==> src/rtl/fismos_axil_master_if.sv <==
// AXI4-Lite channel bundle for the fismos_axil_master initiator.
// Member names follow the M_AXI_* port naming of the bridge.
interface fismos_axil_master_if #(
  parameter int AXI_ADDR_WIDTH = 32,
  parameter int AXI_DATA_WIDTH = 32
);
  logic                        AWVALID;
  logic                        AWREADY;
  logic [AXI_ADDR_WIDTH-1:0]   AWADDR;
  logic [2:0]                  AWPROT;
  logic                        WVALID;
  logic                        WREADY;
  logic [AXI_DATA_WIDTH-1:0]   WDATA;
  logic [AXI_DATA_WIDTH/8-1:0] WSTRB;
  logic                        BVALID;
  logic                        BREADY;
  logic [1:0]                  BRESP;
  logic                        ARVALID;
  logic                        ARREADY;
  logic [AXI_ADDR_WIDTH-1:0]   ARADDR;
  logic [2:0]                  ARPROT;
  logic                        RVALID;
  logic                        RREADY;
  logic [AXI_DATA_WIDTH-1:0]   RDATA;
  logic [1:0]                  RRESP;

  modport master (
    output AWVALID, AWADDR, AWPROT, WVALID, WDATA, WSTRB, BREADY,
           ARVALID, ARADDR, ARPROT, RREADY,
    input  AWREADY, WREADY, BVALID, BRESP, ARREADY, RVALID, RDATA, RRESP
  );

  modport slave (
    input  AWVALID, AWADDR, AWPROT, WVALID, WDATA, WSTRB, BREADY,
           ARVALID, ARADDR, ARPROT, RREADY,
    output AWREADY, WREADY, BVALID, BRESP, ARREADY, RVALID, RDATA, RRESP
  );
endinterface

==> src/rtl/fismos_axil_master.sv <==
// PicoRV32 native memory port -> single-beat AXI4-Lite master for one address window.
// Optional handshake timeout: define FISMOS_AXIL_MASTER_TIMEOUT_EN.
module fismos_axil_master #(
  parameter int          AXI_ADDR_WIDTH = 32,
  parameter int          AXI_DATA_WIDTH = 32,
  parameter logic [31:0] BASE_ADDR      = 32'h4000_0000,
  parameter logic [31:0] WINDOW_BYTES   = 32'h0001_0000,
  parameter int          TIMEOUT_CYCLES = 1024
) (
  input  logic                        clk,
  input  logic                        reset,
  input  logic                        mem_valid,
  input  logic                        mem_instr,
  input  logic [31:0]                 mem_addr,
  input  logic [31:0]                 mem_wdata,
  input  logic [3:0]                  mem_wstrb,
  output logic                        mem_ready,
  output logic [31:0]                 mem_rdata,
  fismos_axil_master_if.master        M_AXI,
  output logic                        bus_error
);

  generate
    if (AXI_DATA_WIDTH != 32 || TIMEOUT_CYCLES < 2) begin : g_bad_cfg
      $error("fismos_axil_master: AXI_DATA_WIDTH must be 32 and TIMEOUT_CYCLES >= 2");
    end
  endgenerate

  typedef enum logic [2:0] {IDLE, WRITE, WRESP, READ, RDATA, DONE} state_t;

  state_t                    r_state, w_state_nxt;
  logic                      r_awvalid, w_awvalid_nxt;
  logic                      r_wvalid, w_wvalid_nxt;
  logic                      r_bready, w_bready_nxt;
  logic                      r_arvalid, w_arvalid_nxt;
  logic                      r_rready, w_rready_nxt;
  logic                      r_err, w_err_nxt;
  logic                      r_instr, w_instr_nxt;
  logic [AXI_ADDR_WIDTH-1:0] r_addr, w_addr_nxt;
  logic [31:0]               r_wdata, w_wdata_nxt;
  logic [3:0]                r_wstrb, w_wstrb_nxt;
  logic [31:0]               r_rdata, w_rdata_nxt;

  logic [31:0] w_off;
  logic        w_hit;
  logic        w_aw_done, w_w_done;

  // Window test done on the offset so BASE+WINDOW may wrap past 2^32 safely.
  assign w_off     = mem_addr - BASE_ADDR;
  assign w_hit     = (mem_addr >= BASE_ADDR) && (w_off < WINDOW_BYTES);
  assign w_aw_done = !r_awvalid || M_AXI.AWREADY;
  assign w_w_done  = !r_wvalid  || M_AXI.WREADY;

`ifdef FISMOS_AXIL_MASTER_TIMEOUT_EN
  localparam int CW = $clog2(TIMEOUT_CYCLES) + 1;
  localparam logic [CW-1:0] TMO_LAST = CW'(TIMEOUT_CYCLES - 1);
  logic [CW-1:0] r_tmo_cnt;
  logic          w_busy;

  assign w_busy = (r_state == WRITE) || (r_state == WRESP) ||
                  (r_state == READ)  || (r_state == RDATA);

  // Restarts on every state change, so each handshake phase gets its own budget.
  always_ff @(posedge clk) begin
    if (reset)                         r_tmo_cnt <= '0;
    else if (w_state_nxt != r_state)   r_tmo_cnt <= '0;
    else if (w_busy)                   r_tmo_cnt <= r_tmo_cnt + 1'b1;
  end
`endif

  always_comb begin
    w_state_nxt   = r_state;
    w_awvalid_nxt = r_awvalid;
    w_wvalid_nxt  = r_wvalid;
    w_bready_nxt  = r_bready;
    w_arvalid_nxt = r_arvalid;
    w_rready_nxt  = r_rready;
    w_err_nxt     = r_err;
    w_instr_nxt   = r_instr;
    w_addr_nxt    = r_addr;
    w_wdata_nxt   = r_wdata;
    w_wstrb_nxt   = r_wstrb;
    w_rdata_nxt   = r_rdata;
    unique case (r_state)
      IDLE: begin
        if (mem_valid && w_hit && !mem_ready) begin
          w_addr_nxt  = AXI_ADDR_WIDTH'({w_off[31:2], 2'b00});
          w_wdata_nxt = mem_wdata;
          w_wstrb_nxt = mem_wstrb;
          w_instr_nxt = mem_instr;
          if (mem_wstrb != 4'b0000) begin
            w_state_nxt   = WRITE;
            w_awvalid_nxt = 1'b1;
            w_wvalid_nxt  = 1'b1;
          end else begin
            w_state_nxt   = READ;
            w_arvalid_nxt = 1'b1;
          end
        end
      end
      WRITE: begin
        w_awvalid_nxt = r_awvalid && !M_AXI.AWREADY;
        w_wvalid_nxt  = r_wvalid  && !M_AXI.WREADY;
        if (w_aw_done && w_w_done) begin
          w_state_nxt  = WRESP;
          w_bready_nxt = 1'b1;
        end
      end
      WRESP: begin
        if (M_AXI.BVALID) begin
          w_bready_nxt = 1'b0;
          w_err_nxt    = r_err || (M_AXI.BRESP != 2'b00);
          w_state_nxt  = DONE;
        end
      end
      READ: begin
        if (M_AXI.ARREADY) begin
          w_arvalid_nxt = 1'b0;
          w_rready_nxt  = 1'b1;
          w_state_nxt   = RDATA;
        end
      end
      RDATA: begin
        if (M_AXI.RVALID) begin
          w_rdata_nxt  = M_AXI.RDATA;
          w_rready_nxt = 1'b0;
          w_err_nxt    = r_err || (M_AXI.RRESP != 2'b00);
          w_state_nxt  = DONE;
        end
      end
      DONE: begin
        w_rdata_nxt = '0;
        w_state_nxt = IDLE;
      end
      default: w_state_nxt = IDLE;
    endcase
`ifdef FISMOS_AXIL_MASTER_TIMEOUT_EN
    // A phase that made no progress by its last allowed cycle is abandoned.
    if (w_busy && (w_state_nxt == r_state) && (r_tmo_cnt == TMO_LAST)) begin
      w_awvalid_nxt = 1'b0;
      w_wvalid_nxt  = 1'b0;
      w_bready_nxt  = 1'b0;
      w_arvalid_nxt = 1'b0;
      w_rready_nxt  = 1'b0;
      w_err_nxt     = 1'b1;
      w_rdata_nxt   = 32'hDEAD_BEEF;
      w_state_nxt   = DONE;
    end
`endif
  end

  always_ff @(posedge clk) begin
    if (reset) begin
      r_state   <= IDLE;
      r_awvalid <= 1'b0;
      r_wvalid  <= 1'b0;
      r_bready  <= 1'b0;
      r_arvalid <= 1'b0;
      r_rready  <= 1'b0;
      r_err     <= 1'b0;
      r_instr   <= 1'b0;
      r_addr    <= '0;
      r_wdata   <= '0;
      r_wstrb   <= '0;
      r_rdata   <= '0;
    end else begin
      r_state   <= w_state_nxt;
      r_awvalid <= w_awvalid_nxt;
      r_wvalid  <= w_wvalid_nxt;
      r_bready  <= w_bready_nxt;
      r_arvalid <= w_arvalid_nxt;
      r_rready  <= w_rready_nxt;
      r_err     <= w_err_nxt;
      r_instr   <= w_instr_nxt;
      r_addr    <= w_addr_nxt;
      r_wdata   <= w_wdata_nxt;
      r_wstrb   <= w_wstrb_nxt;
      r_rdata   <= w_rdata_nxt;
    end
  end

  assign mem_ready     = (r_state == DONE);
  assign mem_rdata     = r_rdata;
  assign bus_error     = r_err;

  assign M_AXI.AWVALID = r_awvalid;
  assign M_AXI.AWADDR  = r_addr;
  assign M_AXI.AWPROT  = 3'b000;
  assign M_AXI.WVALID  = r_wvalid;
  assign M_AXI.WDATA   = r_wdata;
  assign M_AXI.WSTRB   = r_wstrb;
  assign M_AXI.BREADY  = r_bready;
  assign M_AXI.ARVALID = r_arvalid;
  assign M_AXI.ARADDR  = r_addr;
  assign M_AXI.ARPROT  = {r_instr, 2'b00};
  assign M_AXI.RREADY  = r_rready;

endmodule

==> src/flat_wrapper.sv <==
// flat-port wrapper written by rule: the top's interface ports become plain ports
module fismos_axil_master_flat 
#(
  parameter int          AXI_ADDR_WIDTH = 32,
  parameter int          AXI_DATA_WIDTH = 32,
  parameter logic [31:0] BASE_ADDR      = 32'h4000_0000,
  parameter logic [31:0] WINDOW_BYTES   = 32'h0001_0000,
  parameter int          TIMEOUT_CYCLES = 1024
)
  (clk, reset, mem_valid, mem_instr, mem_addr, mem_wdata, mem_wstrb, mem_ready, mem_rdata, bus_error, M_AXI_AWVALID, M_AXI_AWADDR, M_AXI_AWPROT, M_AXI_WVALID, M_AXI_WDATA, M_AXI_WSTRB, M_AXI_BREADY, M_AXI_ARVALID, M_AXI_ARADDR, M_AXI_ARPROT, M_AXI_RREADY, M_AXI_AWREADY, M_AXI_WREADY, M_AXI_BVALID, M_AXI_BRESP, M_AXI_ARREADY, M_AXI_RVALID, M_AXI_RDATA, M_AXI_RRESP);
  fismos_axil_master_if #(.AXI_ADDR_WIDTH(AXI_ADDR_WIDTH), .AXI_DATA_WIDTH(AXI_DATA_WIDTH)) M_AXI_i ();
  input  logic clk;
  input  logic reset;
  input  logic mem_valid;
  input  logic mem_instr;
  input  logic [31:0] mem_addr;
  input  logic [31:0] mem_wdata;
  input  logic [3:0] mem_wstrb;
  output logic mem_ready;
  output logic [31:0] mem_rdata;
  output logic bus_error;
  output wire logic [$bits(M_AXI_i.AWVALID)-1:0] M_AXI_AWVALID;
  output wire logic [$bits(M_AXI_i.AWADDR)-1:0] M_AXI_AWADDR;
  output wire logic [$bits(M_AXI_i.AWPROT)-1:0] M_AXI_AWPROT;
  output wire logic [$bits(M_AXI_i.WVALID)-1:0] M_AXI_WVALID;
  output wire logic [$bits(M_AXI_i.WDATA)-1:0] M_AXI_WDATA;
  output wire logic [$bits(M_AXI_i.WSTRB)-1:0] M_AXI_WSTRB;
  output wire logic [$bits(M_AXI_i.BREADY)-1:0] M_AXI_BREADY;
  output wire logic [$bits(M_AXI_i.ARVALID)-1:0] M_AXI_ARVALID;
  output wire logic [$bits(M_AXI_i.ARADDR)-1:0] M_AXI_ARADDR;
  output wire logic [$bits(M_AXI_i.ARPROT)-1:0] M_AXI_ARPROT;
  output wire logic [$bits(M_AXI_i.RREADY)-1:0] M_AXI_RREADY;
  input wire logic [$bits(M_AXI_i.AWREADY)-1:0] M_AXI_AWREADY;
  input wire logic [$bits(M_AXI_i.WREADY)-1:0] M_AXI_WREADY;
  input wire logic [$bits(M_AXI_i.BVALID)-1:0] M_AXI_BVALID;
  input wire logic [$bits(M_AXI_i.BRESP)-1:0] M_AXI_BRESP;
  input wire logic [$bits(M_AXI_i.ARREADY)-1:0] M_AXI_ARREADY;
  input wire logic [$bits(M_AXI_i.RVALID)-1:0] M_AXI_RVALID;
  input wire logic [$bits(M_AXI_i.RDATA)-1:0] M_AXI_RDATA;
  input wire logic [$bits(M_AXI_i.RRESP)-1:0] M_AXI_RRESP;
  assign M_AXI_AWVALID = M_AXI_i.AWVALID;
  assign M_AXI_AWADDR = M_AXI_i.AWADDR;
  assign M_AXI_AWPROT = M_AXI_i.AWPROT;
  assign M_AXI_WVALID = M_AXI_i.WVALID;
  assign M_AXI_WDATA = M_AXI_i.WDATA;
  assign M_AXI_WSTRB = M_AXI_i.WSTRB;
  assign M_AXI_BREADY = M_AXI_i.BREADY;
  assign M_AXI_ARVALID = M_AXI_i.ARVALID;
  assign M_AXI_ARADDR = M_AXI_i.ARADDR;
  assign M_AXI_ARPROT = M_AXI_i.ARPROT;
  assign M_AXI_RREADY = M_AXI_i.RREADY;
  assign M_AXI_i.AWREADY = M_AXI_AWREADY;
  assign M_AXI_i.WREADY = M_AXI_WREADY;
  assign M_AXI_i.BVALID = M_AXI_BVALID;
  assign M_AXI_i.BRESP = M_AXI_BRESP;
  assign M_AXI_i.ARREADY = M_AXI_ARREADY;
  assign M_AXI_i.RVALID = M_AXI_RVALID;
  assign M_AXI_i.RDATA = M_AXI_RDATA;
  assign M_AXI_i.RRESP = M_AXI_RRESP;
  fismos_axil_master #(.AXI_ADDR_WIDTH(AXI_ADDR_WIDTH), .AXI_DATA_WIDTH(AXI_DATA_WIDTH), .BASE_ADDR(BASE_ADDR), .WINDOW_BYTES(WINDOW_BYTES), .TIMEOUT_CYCLES(TIMEOUT_CYCLES)) u_core (.clk(clk), .reset(reset), .mem_valid(mem_valid), .mem_instr(mem_instr), .mem_addr(mem_addr), .mem_wdata(mem_wdata), .mem_wstrb(mem_wstrb), .mem_ready(mem_ready), .mem_rdata(mem_rdata), .M_AXI(M_AXI_i), .bus_error(bus_error));
endmodule
==> config.mk <==
export PLATFORM = sky130hd
export DESIGN_NAME = fismos_axil_master_flat
export DESIGN_NICKNAME = d
export VERILOG_FILES = /design/src/rtl/fismos_axil_master_if.sv /design/src/rtl/fismos_axil_master.sv /design/src/flat_wrapper.sv
export SDC_FILE = /design/constraint.sdc
export NUM_CORES = 1
export LEC_CHECK = 0
export BUFFER_PORTS_ARGS = -buffer_cell sky130_fd_sc_hd__buf_2
export CORE_AREA = 2 2 100 102
export CTS_BUF_LIST = sky130_fd_sc_hd__clkbuf_4 sky130_fd_sc_hd__clkbuf_8
export CTS_CLUSTER_SIZE = 30
export DETAILED_ROUTE_END_ITERATION = 10
export DIE_AREA = 0 0 102 104
export GPL_TIMING_DRIVEN = 0
export PLACE_DENSITY = 0.86
export SYNTH_ARGS = -nofsm -noshare
export SYNTH_HDL_FRONTEND = slang
export SYNTH_SLANG_ARGS = --single-unit
==> constraint.sdc <==
create_clock -name clk -period 7.7 [get_ports clk]
set_input_delay 2.31 -clock clk [delete_from_list [all_inputs] [get_ports clk]]
set_output_delay 2.31 -clock clk [all_outputs]
set_load 0.01 [all_outputs]
==> impl_metrics.py <==
metrics = {
    "run_status": {
        "status": "complete, no violations",
    },
    "clock_tree": {
        "clk_latency_ns": 0.35,
        "cts_buffers": 9,
        "postCtsHoldBufs": 0,
        "cts_sinks": 108,
        "h-tree-depth": 3,
        "cts_buffer_depth": 2,
        "cts_tree": "built",
        "postCtsResizedCells": 0,
        "root_buffer": "clkbuf_8",
        "clk_pin_slew_ns": 0.11,
        "post_cts_buffers": 0,
    },
    "setup_path": {
        "ff2ff_path_depth": 7,
        "r2r_slack_ns": 5.21,
        "cp_cell_sequence": "buf_2 > or4_1 > o41a_1 > nor4_4 > buf_4 > buf_4 > mux2i_1",
        "cp-end-kind": "register",
        "critPathMaxFanout": 10,
        "cp.required_ns": 7.99,
        "crit_path_frequent_cell": "buf_4",
        "cp_num_buf_inv": 3,
        "reg2reg_to": "u_core.mem_rdata[29]",
        "r2r_start": "u_core.r_state[2]",
        "critical_path.top_delay_family": "simple AND/OR/NAND/NOR gates",
        "startpoint_type": "input port",
        "critPathArrivalTime_ns": 4.54,
        "max_stage_delay_ns": 0.57,
        "slowest_stage": "or4_1",
        "critPathKind": "in -> reg",
    },
    "min_path": {
        "min_from": "u_core.M_AXI.WDATA[31]",
        "worstHoldPathType": "reg -> reg",
        "min_path_cells": 2,
        "worst_hold_path.endpoint": "u_core.M_AXI.WDATA[31]",
    },
    "route": {
        "drtPass1Iterations": 4,
        "route.detailed.drc": 0,
        "drtIter0Drc": 154,
        "drtAntennaViolNets": 0,
        "routed_wl_mm": 12.9,
        "vias": 4500,
        "wl_per_cell_um": 13.8,
        "via_per_inst": 4.81,
    },
    "global_routing": {
        "top_usage_layer": "met2",
        "grt_start_max_net_pins": 20,
        "grtUsageMet1": 0.268,
        "antenna_found_initial": 1,
        "met2_usage": 0.423,
        "grt_pass1_wl_mm": 19.9,
        "grt_pass1_vias": 4210,
        "grt.met3_usage": 0.0625,
        "overflow": 0,
        "grtUsageTotal": 0.234,
    },
    "timing": {
        "fin_skew_ns": 0.0121,
        "min_period_over_period": 0.552,
        "finalMaxSlewViolations": 0,
        "maxSlewHeadroom": 0.484,
        "hold_viol_final": 0,
        "grt_setup_unrepaired": "false",
        "fmax_mhz": 235,
        "setup_violations": 0,
        "fin_crit_ns": 4.25,
        "finalSetupTns_ns": 0,
        "worst_pin_slew_ns": 0.773,
        "hold_ws_ns": 0.458,
    },
    "finish": {
        "layout-drive-gt1-share": 0.393,
        "nNetsFinal": 911,
        "areaGrowthSynthToFinish_pct": 36.4,
        "fill_cells": 871,
        "fin_area_um2": 6240,
    },
    "power": {
        "power.leakage_uw": 0.00302,
        "power_uw": 1020,
        "irDropWorstVdd_uv": 111,
        "powerDensity_nw_per_um2": 163,
    },
    "yosys": {
        "synth_edf_count": 0,
        "syn_area_um2": 4570,
        "yosysSeqAreaShare": 0.473,
        "yosysTopAreaCell": "dfxtp_1",
        "netlist.area_leader.share": 0.473,
        "synthFlopType": "dfxtp_1",
        "synth-seq-cells": 108,
        "yosys_warnings": 0,
        "synth.area.top_cells": "dfxtp_1 (47%), nand2_1 (12%), mux2i_1 (11%)",
        "syn_inst": 530,
        "synth_top_cells_by_count": "nand2_1 (152), dfxtp_1 (108), mux2i_1 (51), a21oi_1 (42), buf_4 (42)",
        "yosysMostFrequentCell": "nand2_1",
        "avgSynthCellArea_um2": 8.63,
        "synthDistinctLibCells": 39,
        "async_flop_share": 0,
    },
    "die": {
        "coreArea_um2": 9550,
        "fp.dieW_um": 102,
        "fp-row-count": 36,
        "ios": 258,
        "dieArea_um2": 10600,
        "fp.dieH_um": 104,
        "initial_core_util": 0.479,
    },
    "place": {
        "gp_congestion": 0.832,
        "io_buffers": 247,
        "dpl-instance-area_um2": 6010,
        "dp_hpwl_mm": 10.2,
    },
    "run": {
        "maxCapViolations": 0,
    },
}
cell families after synthesis:
| logic type | synth area share |
|---|---|
| and+or+nand+nor | 0.216 |
| other | 0.000820 |
| AOI/OAI and AO/OA | 0.0859 |
| buffers and inverters | 0.105 |
| muxes | 0.114 |
| DFF | 0.473 |
| adders and majority gates | 0.00547 |
worst min-delay path, delay by kind of cell (launching register included):
kind / cells / cell delay [ns]
simple gates: 1 / 0.05
flops: 1 / 0.32
mux: 1 / 0.05
report_power, final:
group	switching, µW	internal (µW)	total (µW)	leakage (µW)
registers	0.00143	558	558	0.000869
logic	34.6	30.4	65.0	0.00203
clock network	205	189	394	0.000118
total	239	778	1020	0.00302
worst max-delay path by stage:
| stage | startpoint | end | slack [ns] | cells past startpoint |
|---|---|---|---|---|
| finish | mem_addr[10] | u_core.M_AXI.WDATA[2] | 3.45 | 7 |
| global route | u_core.r_state[2] | mem_ready | 3.25 | 5 |
| CTS | u_core.r_state[2] | mem_ready | 3.48 | 5 |
| detailed placement | mem_addr[10] | u_core.M_AXI.WDATA[2] | 3.11 | 7 |
| global placement | mem_addr[10] | u_core.M_AXI.WDATA[3] | 3.09 | 7 |
| floorplan | mem_addr[10] | u_core.M_AXI.WDATA[0] | 3.54 | 6 |
cell usage in the layout, fill, tap and decap left out, types with 2 or more instances in the layout:
cell         n
buf_2      252
nand2_1    152
dfxtp_1    108
mux2i_1     51
buf_4       42
a21oi_1     42
clkbuf_1    30
nand3_1     22
nor3b_1     15
conb_1       9
clkbuf_8     9
nor2_1       7
inv_1        6
or4_1        5
a31oi_1      4
nand3b_1     3
nor4_1       3
a211oi_1     3
or3_1        2
and2_1       2
nand2b_1     2
o41ai_1      2
o31ai_1      2
nor3_1       2
o221a_2      2
a41oi_1      2
ha_1         2
inv_8        2
bufinv_16    2
sequential cells by signal (all words and copies together), names as in the netlist, 3 cells and up:
signal	count
u_core.M_AXI.WDATA	32
u_core.M_AXI.ARADDR	30
u_core.M_AXI.WSTRB	4
u_core.r_state	3
u_core.mem_rdata	32
final cells by class:
class	instances	area [µm²]	share of cell area
Inverter	7	26.3	0.00421
Timing Repair Buffer	247	1240	0.198
Clock inverter	7	105	0.0168
Multi-Input combinational cell	346	1960	0.315
Tap cell	133	166	0.0267
Buffer	77	453	0.0726
Clock buffer	9	124	0.0199
Sequential cell	108	2160	0.347
Antenna cell	1	2.50	0.000401
per-stage QoR:
step	utilization	worst slack [ns]	std cells
after global routing	0.653	3.25	934
after detailed placement	0.629	3.11	918
after floorplan	-	3.54	538
after global placement	0.629	3.09	918
after CTS	0.653	3.48	934
final	0.653	3.45	935
metal layers:
metal	up-vias	share of wire
met5	-	0
met4	0	0.013
met3	12	0.080
met2	175	0.50
met1	2051	0.41
li1	2262	-
Note: power is estimated with default switching activity, not from simulation.
